$ cat src/rtl/hazard_stall_ctrl_if.sv
// Bundles the decode-side hazard inputs and the pipeline stall/flush outputs of hazard_stall_ctrl.
// master drives the ID/EX/MEM status fields; slave is the hazard controller itself.
interface hazard_stall_ctrl_if;
  logic [4:0]  IdRs;
  logic [4:0]  IdRt;
  logic        IdUsesRs;
  logic        IdUsesRt;
  logic        IdIsBranch;
  logic        IdUsesHILO;
  logic        BranchTaken;
  logic        ExMemRead;
  logic        ExRegWrite;
  logic [4:0]  ExWriteReg;
  logic        MemMemRead;
  logic [4:0]  MemWriteReg;
  logic        ExMulDivStart;
  logic        PCStall;
  logic        IFIDStall;
  logic        IFIDFlush;
  logic        IDEXFlush;
  logic        MulDivBusy;
  logic [31:0] StallCycles;

  modport master (
    output IdRs, IdRt, IdUsesRs, IdUsesRt, IdIsBranch, IdUsesHILO, BranchTaken,
           ExMemRead, ExRegWrite, ExWriteReg, MemMemRead, MemWriteReg, ExMulDivStart,
    input  PCStall, IFIDStall, IFIDFlush, IDEXFlush, MulDivBusy, StallCycles
  );

  modport slave (
    input  IdRs, IdRt, IdUsesRs, IdUsesRt, IdIsBranch, IdUsesHILO, BranchTaken,
           ExMemRead, ExRegWrite, ExWriteReg, MemMemRead, MemWriteReg, ExMulDivStart,
    output PCStall, IFIDStall, IFIDFlush, IDEXFlush, MulDivBusy, StallCycles
  );
endinterface

$ cat src/rtl/hazard_stall_ctrl.sv
// Load-use / branch-operand / HI/LO interlock stall and flush controller for the ID stage.
// Optional stall-cycle statistics counter is built only when HAZ_STATS_EN is defined.
module hazard_stall_ctrl #(
  parameter int MULDIV_LAT = 32,
  parameter int CNT_W      = 8
) (
  input logic              i_clk,
  input logic              i_rst_n,
  hazard_stall_ctrl_if.slave hz
);

  typedef enum logic {
    ST_RUN  = 1'b0,
    ST_BUSY = 1'b1
  } state_t;

  localparam logic [CNT_W-1:0] LAT_RELOAD = CNT_W'(MULDIV_LAT - 1);
  localparam logic [CNT_W-1:0] CNT_ONE    = CNT_W'(1);

  state_t           r_state;
  state_t           w_state_nxt;
  logic [CNT_W-1:0] r_cnt;
  logic [CNT_W-1:0] w_cnt_nxt;

  logic w_rs_ex;
  logic w_rt_ex;
  logic w_rs_mem;
  logic w_rt_mem;
  logic w_lu;
  logic w_br;
  logic w_hl;
  logic w_stall;

  // Register 0 is hardwired, so it can never be the source of a hazard.
  assign w_rs_ex  = hz.IdUsesRs && (hz.IdRs != 5'd0) && (hz.IdRs == hz.ExWriteReg);
  assign w_rt_ex  = hz.IdUsesRt && (hz.IdRt != 5'd0) && (hz.IdRt == hz.ExWriteReg);
  assign w_rs_mem = hz.IdUsesRs && (hz.IdRs != 5'd0) && (hz.IdRs == hz.MemWriteReg);
  assign w_rt_mem = hz.IdUsesRt && (hz.IdRt != 5'd0) && (hz.IdRt == hz.MemWriteReg);

  assign w_lu    = hz.ExMemRead && (w_rs_ex || w_rt_ex);
  assign w_br    = hz.IdIsBranch &&
                   ((hz.ExRegWrite && (w_rs_ex || w_rt_ex)) ||
                    (hz.MemMemRead && (w_rs_mem || w_rt_mem)));
  assign w_hl    = hz.IdUsesHILO && ((r_state == ST_BUSY) || hz.ExMulDivStart);
  assign w_stall = w_lu || w_br || w_hl;

  // A taken branch is only honoured once its operands are valid, i.e. when not stalled.
  assign hz.PCStall    = w_stall;
  assign hz.IFIDStall  = w_stall;
  assign hz.IDEXFlush  = w_stall;
  assign hz.IFIDFlush  = !w_stall && hz.BranchTaken && hz.IdIsBranch;
  assign hz.MulDivBusy = (r_state == ST_BUSY);

  always_ff @(posedge i_clk or negedge i_rst_n) begin
    if (!i_rst_n) begin
      r_state <= ST_RUN;
      r_cnt   <= '0;
    end else begin
      r_state <= w_state_nxt;
      r_cnt   <= w_cnt_nxt;
    end
  end

  always_comb begin
    w_state_nxt = r_state;
    w_cnt_nxt   = r_cnt;
    unique case (r_state)
      ST_RUN: begin
        if (hz.ExMulDivStart) begin
          w_state_nxt = ST_BUSY;
          w_cnt_nxt   = LAT_RELOAD;
        end
      end
      ST_BUSY: begin
        // Re-issue while busy is blocked by the interlock; reload anyway to stay safe.
        if (hz.ExMulDivStart) begin
          w_cnt_nxt = LAT_RELOAD;
        end else if (r_cnt == CNT_ONE) begin
          w_state_nxt = ST_RUN;
          w_cnt_nxt   = '0;
        end else begin
          w_cnt_nxt = r_cnt - CNT_ONE;
        end
      end
      default: begin
        w_state_nxt = ST_RUN;
        w_cnt_nxt   = '0;
      end
    endcase
  end

`ifdef HAZ_STATS_EN
  logic [31:0] r_stall_cycles;

  always_ff @(posedge i_clk or negedge i_rst_n) begin
    if (!i_rst_n) begin
      r_stall_cycles <= 32'd0;
    end else if (w_stall) begin
      r_stall_cycles <= r_stall_cycles + 32'd1;
    end
  end

  assign hz.StallCycles = r_stall_cycles;
`else
  assign hz.StallCycles = 32'd0;
`endif

endmodule
$ cat src/flat_wrapper.sv
// flat-port wrapper written by rule: the top's interface ports become plain ports
module hazard_stall_ctrl_flat 
#(
  parameter int MULDIV_LAT = 32,
  parameter int CNT_W      = 8
)
  (i_clk, i_rst_n, hz_IdRs, hz_IdRt, hz_IdUsesRs, hz_IdUsesRt, hz_IdIsBranch, hz_IdUsesHILO, hz_BranchTaken, hz_ExMemRead, hz_ExRegWrite, hz_ExWriteReg, hz_MemMemRead, hz_MemWriteReg, hz_ExMulDivStart, hz_PCStall, hz_IFIDStall, hz_IFIDFlush, hz_IDEXFlush, hz_MulDivBusy, hz_StallCycles);
  hazard_stall_ctrl_if hz_i ();
  input logic i_clk;
  input logic i_rst_n;
  input wire logic [$bits(hz_i.IdRs)-1:0] hz_IdRs;
  input wire logic [$bits(hz_i.IdRt)-1:0] hz_IdRt;
  input wire logic [$bits(hz_i.IdUsesRs)-1:0] hz_IdUsesRs;
  input wire logic [$bits(hz_i.IdUsesRt)-1:0] hz_IdUsesRt;
  input wire logic [$bits(hz_i.IdIsBranch)-1:0] hz_IdIsBranch;
  input wire logic [$bits(hz_i.IdUsesHILO)-1:0] hz_IdUsesHILO;
  input wire logic [$bits(hz_i.BranchTaken)-1:0] hz_BranchTaken;
  input wire logic [$bits(hz_i.ExMemRead)-1:0] hz_ExMemRead;
  input wire logic [$bits(hz_i.ExRegWrite)-1:0] hz_ExRegWrite;
  input wire logic [$bits(hz_i.ExWriteReg)-1:0] hz_ExWriteReg;
  input wire logic [$bits(hz_i.MemMemRead)-1:0] hz_MemMemRead;
  input wire logic [$bits(hz_i.MemWriteReg)-1:0] hz_MemWriteReg;
  input wire logic [$bits(hz_i.ExMulDivStart)-1:0] hz_ExMulDivStart;
  output wire logic [$bits(hz_i.PCStall)-1:0] hz_PCStall;
  output wire logic [$bits(hz_i.IFIDStall)-1:0] hz_IFIDStall;
  output wire logic [$bits(hz_i.IFIDFlush)-1:0] hz_IFIDFlush;
  output wire logic [$bits(hz_i.IDEXFlush)-1:0] hz_IDEXFlush;
  output wire logic [$bits(hz_i.MulDivBusy)-1:0] hz_MulDivBusy;
  output wire logic [$bits(hz_i.StallCycles)-1:0] hz_StallCycles;
  assign hz_i.IdRs = hz_IdRs;
  assign hz_i.IdRt = hz_IdRt;
  assign hz_i.IdUsesRs = hz_IdUsesRs;
  assign hz_i.IdUsesRt = hz_IdUsesRt;
  assign hz_i.IdIsBranch = hz_IdIsBranch;
  assign hz_i.IdUsesHILO = hz_IdUsesHILO;
  assign hz_i.BranchTaken = hz_BranchTaken;
  assign hz_i.ExMemRead = hz_ExMemRead;
  assign hz_i.ExRegWrite = hz_ExRegWrite;
  assign hz_i.ExWriteReg = hz_ExWriteReg;
  assign hz_i.MemMemRead = hz_MemMemRead;
  assign hz_i.MemWriteReg = hz_MemWriteReg;
  assign hz_i.ExMulDivStart = hz_ExMulDivStart;
  assign hz_PCStall = hz_i.PCStall;
  assign hz_IFIDStall = hz_i.IFIDStall;
  assign hz_IFIDFlush = hz_i.IFIDFlush;
  assign hz_IDEXFlush = hz_i.IDEXFlush;
  assign hz_MulDivBusy = hz_i.MulDivBusy;
  assign hz_StallCycles = hz_i.StallCycles;
  hazard_stall_ctrl #(.MULDIV_LAT(MULDIV_LAT), .CNT_W(CNT_W)) u_core (.i_clk(i_clk), .i_rst_n(i_rst_n), .hz(hz_i));
endmodule
$ cat config.mk
export PLATFORM = sky130hd
export DESIGN_NAME = hazard_stall_ctrl_flat
export DESIGN_NICKNAME = d
export VERILOG_FILES = /design/src/rtl/hazard_stall_ctrl_if.sv /design/src/rtl/hazard_stall_ctrl.sv /design/src/flat_wrapper.sv
export SDC_FILE = /design/constraint.sdc
export NUM_CORES = 1
export LEC_CHECK = 0
export CAP_MARGIN = 20
export CORE_ASPECT_RATIO = 1.2
export CORE_UTILIZATION = 39
export CTS_CLUSTER_SIZE = 16
export DETAILED_ROUTE_END_ITERATION = 6
export PLACE_DENSITY = 0.92
export REMOVE_ABC_BUFFERS = 1
export SETUP_SLACK_MARGIN = 0.4
export SLEW_MARGIN = 10
export SYNTH_ARGS = -nofsm -noshare
export SYNTH_HDL_FRONTEND = slang
export SYNTH_SLANG_ARGS = --single-unit
$ cat constraint.sdc
create_clock -name i_clk -period 2.8 [get_ports i_clk]
set_clock_uncertainty 0.05 [all_clocks]
set_input_delay 0.56 -clock i_clk [delete_from_list [all_inputs] [get_ports i_clk]]
set_output_delay 0.56 -clock i_clk [all_outputs]
set_load 0.005 [all_outputs]
== After elaboration in Yosys (flattened, before gate mapping) ==
Index checks and enable logic that the tools add are counted.
Operators by class
  add/subtract/negate cells: 1
  eq/ne operators: 6
  mux-type cells: 8
  bitwise gates (word level): 1
  reductions and logical operators: 22
Operators with widths (number)
  2-to-1 mux 8 bit: 3
  == test 5 bit: 4
  case mux 8 bit (2 select lines): 1
  logical AND 1 bit: 13
  nonzero test 5 bit: 2
  == test 8 x 1 -> 1 bit, second input constant: 1
  subtractor 8 x 1 -> 8 bit, second input constant: 1
  logical OR 1 bit: 6
  2-to-1 mux 1 bit: 3
  != test 2 bit, second input constant: 1
  case mux 1 bit (2 select lines): 1
  logical NOT 1 bit: 1
  NOT 1 bit: 1
Word-level totals
  bits in registers: 9
  input bits: 31
  logic and storage cells: 40

== Depth between registers and ports, before layout ==
  depth in word-level cells: 12
  depth in mapped cells: 7

== Worst setup path after synthesis ==
Ideal clock, no wire load.
  kind: input to output
  start: input port hz_IdRt[0]
  end: output port hz_IFIDStall
  arrival time: 1.735 ns
  required time: 2.190 ns
  setup slack: 0.455 ns
  stages: 5
  path buffers: 1
  cells stage by stage: or4_1 o21ai_0 o21ai_0 or2_2 buf_4
On the way
  longest elaborated chain between the ends: 9
Ends and longest elaborated chain
  start, declared: line flat_wrapper.sv:12  | input wire logic [$bits(hz_i.IdRt)-1:0] hz_IdRt;
  nonzero test 5 bit: line hazard_stall_ctrl.sv:36, hazard_stall_ctrl.sv:38
  logical AND 1 bit: line hazard_stall_ctrl.sv:36, hazard_stall_ctrl.sv:38
  logical AND 1 bit, on equally long branches: line hazard_stall_ctrl.sv:36, hazard_stall_ctrl.sv:38
  logical OR 1 bit, on equally long branches: line hazard_stall_ctrl.sv:40, hazard_stall_ctrl.sv:42, hazard_stall_ctrl.sv:43
  logical AND 1 bit, on equally long branches: line hazard_stall_ctrl.sv:42, hazard_stall_ctrl.sv:43
  logical OR 1 bit: line hazard_stall_ctrl.sv:42  | ((hz.ExRegWrite && (w_rs_ex || w_rt_ex)) ||
  logical AND 1 bit: line hazard_stall_ctrl.sv:41  | assign w_br = hz.IdIsBranch &&
  logical OR 1 bit (*) (2 in series): line hazard_stall_ctrl.sv:45  | assign w_stall = w_lu || w_br || w_hl;
  end, declared: line flat_wrapper.sv:25  | output wire logic [$bits(hz_i.IFIDStall)-1:0] hz_IFIDStall;
Mark *: on every way between the ends. The rest lies on a longest branch, timed or not.

== Worst setup path after layout ==
  start: input port hz_IdRs[4]
  end: output port hz_IFIDStall
On the way
  longest elaborated chain between the ends: 9
Ends and longest elaborated chain
  start, declared: line flat_wrapper.sv:11  | input wire logic [$bits(hz_i.IdRs)-1:0] hz_IdRs;
  nonzero test 5 bit: line hazard_stall_ctrl.sv:35, hazard_stall_ctrl.sv:37
  logical AND 1 bit: line hazard_stall_ctrl.sv:35, hazard_stall_ctrl.sv:37
  logical AND 1 bit, on equally long branches: line hazard_stall_ctrl.sv:35, hazard_stall_ctrl.sv:37
  logical OR 1 bit, on equally long branches: line hazard_stall_ctrl.sv:40, hazard_stall_ctrl.sv:42, hazard_stall_ctrl.sv:43
  logical AND 1 bit, on equally long branches: line hazard_stall_ctrl.sv:42, hazard_stall_ctrl.sv:43
  logical OR 1 bit: line hazard_stall_ctrl.sv:42
  logical AND 1 bit: line hazard_stall_ctrl.sv:41
  logical OR 1 bit (*) (2 in series): line hazard_stall_ctrl.sv:45
Marked as above.

==> run_summary.xml <==
<?xml version="1.0" encoding="UTF-8"?>
<metrics>
  <group name="placed_design">
    <metric name="gpl.final_weighted_congestion" unit="">0.814</metric>
    <metric name="detailed_place_hpwl" unit="um">1970</metric>
    <metric name="port_buffers" unit="">35</metric>
    <metric name="dp.cells" unit="">203</metric>
  </group>
  <group name="clocking">
    <metric name="cts_hold_repair.buffers" unit="">0</metric>
    <metric name="clk_pin_slew" unit="ns">0.06</metric>
    <metric name="cts_made_buffers" unit="">3</metric>
    <metric name="cts_htree_levels" unit="">1</metric>
    <metric name="tritoncts" unit="">yes</metric>
    <metric name="cts_buffer_depth" unit="">2</metric>
    <metric name="cts.sinks" unit="">9</metric>
    <metric name="cts_root_buf" unit="">clkbuf_4</metric>
    <metric name="worst_skew_pair.late_latency" unit="ns">0.26</metric>
  </group>
  <group name="pwr">
    <metric name="power.ir.vdd_worst" unit="mV">0.203</metric>
    <metric name="power.leakage" unit="nW">0.665</metric>
    <metric name="power-per-cell-area" unit="nW/um2">257</metric>
  </group>
  <group name="timing">
    <metric name="finalMaxSlewViolations" unit="">0</metric>
    <metric name="final_period_minus_worst_setup_slack" unit="ns">2.51</metric>
    <metric name="achievable-frequency" unit="MHz">398</metric>
    <metric name="hold-worst-slack" unit="ns">0.508</metric>
    <metric name="setup_tns" unit="ns">0</metric>
    <metric name="hold_viol_final" unit="">0</metric>
    <metric name="post-route-period-util" unit="%">89.7</metric>
    <metric name="grt_setup_unrepaired" unit="">yes</metric>
    <metric name="timing.final.setup_violations" unit="">0</metric>
  </group>
  <group name="global_route">
    <metric name="globalRouteTotalUtil" unit="%">17.0</metric>
    <metric name="grtUsageMet1" unit="%">16.9</metric>
    <metric name="grt_most_used_layer" unit="">met2</metric>
    <metric name="grt_first_pass_wirelength" unit="um">3730</metric>
    <metric name="maximum_number_of_pins_on_one_net_before_global_route_repair" unit="">10</metric>
    <metric name="globalRouteMet3Util" unit="%">2.56</metric>
    <metric name="global_routing_met2_resource_utilization" unit="%">34.4</metric>
    <metric name="initial_antenna_violation_count" unit="">0</metric>
    <metric name="gr-total-overflow" unit="">0</metric>
    <metric name="first_global_vias" unit="">870</metric>
  </group>
  <group name="cells_and_area">
    <metric name="layout_common_cells" unit="">conb_1, xor2_1, buf_4</metric>
    <metric name="n_fill_cell" unit="">228</metric>
    <metric name="nets" unit="">209</metric>
    <metric name="antennaDiodeCount" unit="">0</metric>
    <metric name="drive_above_1_share" unit="%">29.7</metric>
    <metric name="mostFrequentLayoutCell" unit="">conb_1</metric>
    <metric name="area_growth" unit="%">39.2</metric>
    <metric name="stdcell_count" unit="">208</metric>
    <metric name="utilization" unit="%">57.6</metric>
  </group>
  <group name="logic_synthesis">
    <metric name="synth.yosys.warnings" unit="">0</metric>
    <metric name="cells_after_synth" unit="">126</metric>
    <metric name="mappedNetlistArea" unit="um2">1060</metric>
    <metric name="combinational_family_with_the_most_area_after_synthesis" unit="">buffers and inverters</metric>
    <metric name="synth.distinct_cells" unit="">29</metric>
    <metric name="synth_compound_gate_area_share" unit="%">11.7</metric>
    <metric name="synthAdderAreaFrac" unit="%">2.37</metric>
    <metric name="post_synth_xor_xnor_area" unit="%">17.4</metric>
    <metric name="sequential_fraction_of_the_synthesis_area" unit="%">21.3</metric>
    <metric name="synth-seq-cells" unit="">9</metric>
    <metric name="multiplexer_share_of_the_synthesized_area" unit="%">1.90</metric>
    <metric name="synth_area_per_cell" unit="um2">8.38</metric>
    <metric name="post_synth_and_or_nand_nor_area_fraction" unit="%">18.6</metric>
  </group>
  <group name="worst_setup_path">
    <metric name="buf_inv_stages_crit_path" unit="">3</metric>
    <metric name="worstPathRequired" unit="ns">2.19</metric>
    <metric name="worst_path_maximum_fanout" unit="">3</metric>
    <metric name="r2r_setup_slack" unit="ns">0.93</metric>
    <metric name="critical_path.max_stage_delay" unit="ns">0.42</metric>
    <metric name="arrival" unit="ns">1.90</metric>
    <metric name="critPathLaunchType" unit="">input port</metric>
    <metric name="critical_path.top_delay_family" unit="">simple AND/OR/NAND/NOR gates</metric>
    <metric name="cp_cell_sequence" unit="">clkdlybuf4s15_2 &gt; or4_4 &gt; o21ai_2 &gt; a21oi_2 &gt; or2_4 &gt; buf_6 &gt; buf_6</metric>
    <metric name="critical-path-slowest-cell" unit="">or4_4</metric>
    <metric name="reg2regPathDepth" unit="">7</metric>
    <metric name="cpMostUsedCell" unit="">buf_6</metric>
    <metric name="worst_r2r_endpoint" unit="">u_core.r_cnt[0]</metric>
    <metric name="r2r-start" unit="">u_core.r_cnt[1]</metric>
    <metric name="worst-setup-path-type" unit="">in -&gt; out</metric>
    <metric name="worstSetupEndpointType" unit="">output pin</metric>
  </group>
  <group name="route">
    <metric name="route.antenna.remaining_nets" unit="">0</metric>
    <metric name="totalWireLength" unit="um">2390</metric>
    <metric name="detailedRoute.firstIterationViolations" unit="">5</metric>
    <metric name="dr.pass1.iters" unit="">4</metric>
    <metric name="drt-vias-per-instance" unit="">4.58</metric>
    <metric name="drc" unit="">0</metric>
    <metric name="post_drt_wl_per_cell" unit="um">11.5</metric>
    <metric name="routed-via-count" unit="">953</metric>
  </group>
  <group name="die">
    <metric name="initial_core_util" unit="%">41.4</metric>
    <metric name="num_io_pins" unit="">68</metric>
    <metric name="dieWidth" unit="um">49.5</metric>
    <metric name="chipHeight" unit="um">59</metric>
    <metric name="dieArea" unit="um2">2920</metric>
    <metric name="core_area" unit="um2">2550</metric>
    <metric name="std_cell_rows" unit="">20</metric>
  </group>
  <group name="worst_hold_path">
    <metric name="hold-path-endpoint" unit="">u_core.r_cnt[3]</metric>
    <metric name="hold_path_startpoint" unit="">u_core.r_cnt[3]</metric>
    <metric name="min_path_type" unit="">reg -&gt; reg</metric>
    <metric name="timing.hold.worst_path_depth" unit="">2</metric>
  </group>
  <group name="flow_run">
    <metric name="max_cap_viols" unit="">0</metric>
  </group>
  <group name="run_status">
    <metric name="status" unit="">completed</metric>
  </group>
</metrics>
## logic make-up after synthesis
kind of cell	after synthesis
XOR/XNOR	21
multiplexers	2
other	1
adder cells (fa/ha/maj)	2
buffers and inverters	40
AND/OR/NAND/NOR	32
AO/OA/AOI/OAI	19
flip-flops	9
## per-stage QoR
step	instance area, um2	worst slack [ns]	total power, W
3_3_place_gp	1410	-0.350	0.000270
2_1_floorplan	910	0.579	0.000187
5_1_grt	1470	0.196	0.000400
3_5_place_dp	1410	-0.428	0.000274
4_1_cts	1460	0.303	0.000374
6_report	1470	0.290	0.000377
## repair_timing
item	CTS	global route
pin swaps	21	7
resized for setup	93	11
setup buffers	1	0
endpoints found under the setup margin	4	4
## worst max path at each step
| stage | start | to | slack (ns) | cells after the start |
|---|---|---|---|---|
| 4_1_cts | hz_IdRt[2] | hz_IFIDStall | 0.30 | 7 |
| 3_5_place_dp | hz_IdRs[1] | hz_IFIDStall | -0.43 | 6 |
| 5_1_grt | hz_MemWriteReg[3] | hz_IDEXFlush | 0.20 | 8 |
| 3_3_place_gp | hz_IdRt[0] | hz_IDEXFlush | -0.35 | 6 |
| 6_report | hz_IdRs[4] | hz_IFIDStall | 0.29 | 7 |
| 2_1_floorplan | hz_IdRt[0] | hz_IDEXFlush | 0.58 | 4 |
## power by group
group / switching [W] / internal, W / total [W]
clock network: 0.0000474 / 0.0000524 / 0.0000999
logic: 0.0000648 / 0.0000747 / 0.000140
registers: 0.00000466 / 0.000133 / 0.000138
## flip-flops by register name (all words and copies together) (netlist names)
register	cells
u_core.r_cnt	8
u_core.hz.MulDivBusy	1
## cell type report
class | count | area (um2) | area share (%)
multi-input cells | 108 | 721 | 49.0
repair buffers | 50 | 440 | 30.0
flip-flops and latches | 9 | 225 | 15.3
well taps | 33 | 41.3 | 2.81
clock buffers | 3 | 22.5 | 1.53
inverters | 4 | 15.0 | 1.02
clock inverters | 1 | 5.00 | 0.340
## Yosys cell counts, drive strengths merged
cell type	count	share of area (%)
nor4b	1	1.4
nor4	6	3.6
inv	4	1.4
xnor2	5	4.1
conb	1	0.36
or2b	1	0.71
ha	2	2.4
nor2	4	1.4
nand2b	4	2.4
or2	1	0.59
dfrtp	9	21
buf	34	24
nor3b	1	0.71
nand2	3	1.1
o21ai	10	4.7
or4	2	1.4
nor3	3	1.4
a22oi	1	0.71
or3	1	1.1
clkbuf	2	0.71
nand3	1	0.47
and3	1	0.59
o41ai	1	2.6
a211o	1	0.83
xor2	16	13
a21oi	6	2.8
mux2i	2	1.9
nor2b	2	1.2
nand4	1	0.59
## routing by layer
layer	vias to the layer above	wire length [um]
li1	463	-
met1	434	809
met2	50	1370
met3	6	151
met4	0	59
met5	-	0
## worst min-delay path: stages (launching register included)
cell and delay [ns]:
dfrtp_1 0.38, a21oi_1 0.07, o21ai_0 0.07
No activity file was read; power rests on OpenSTA's default activity.
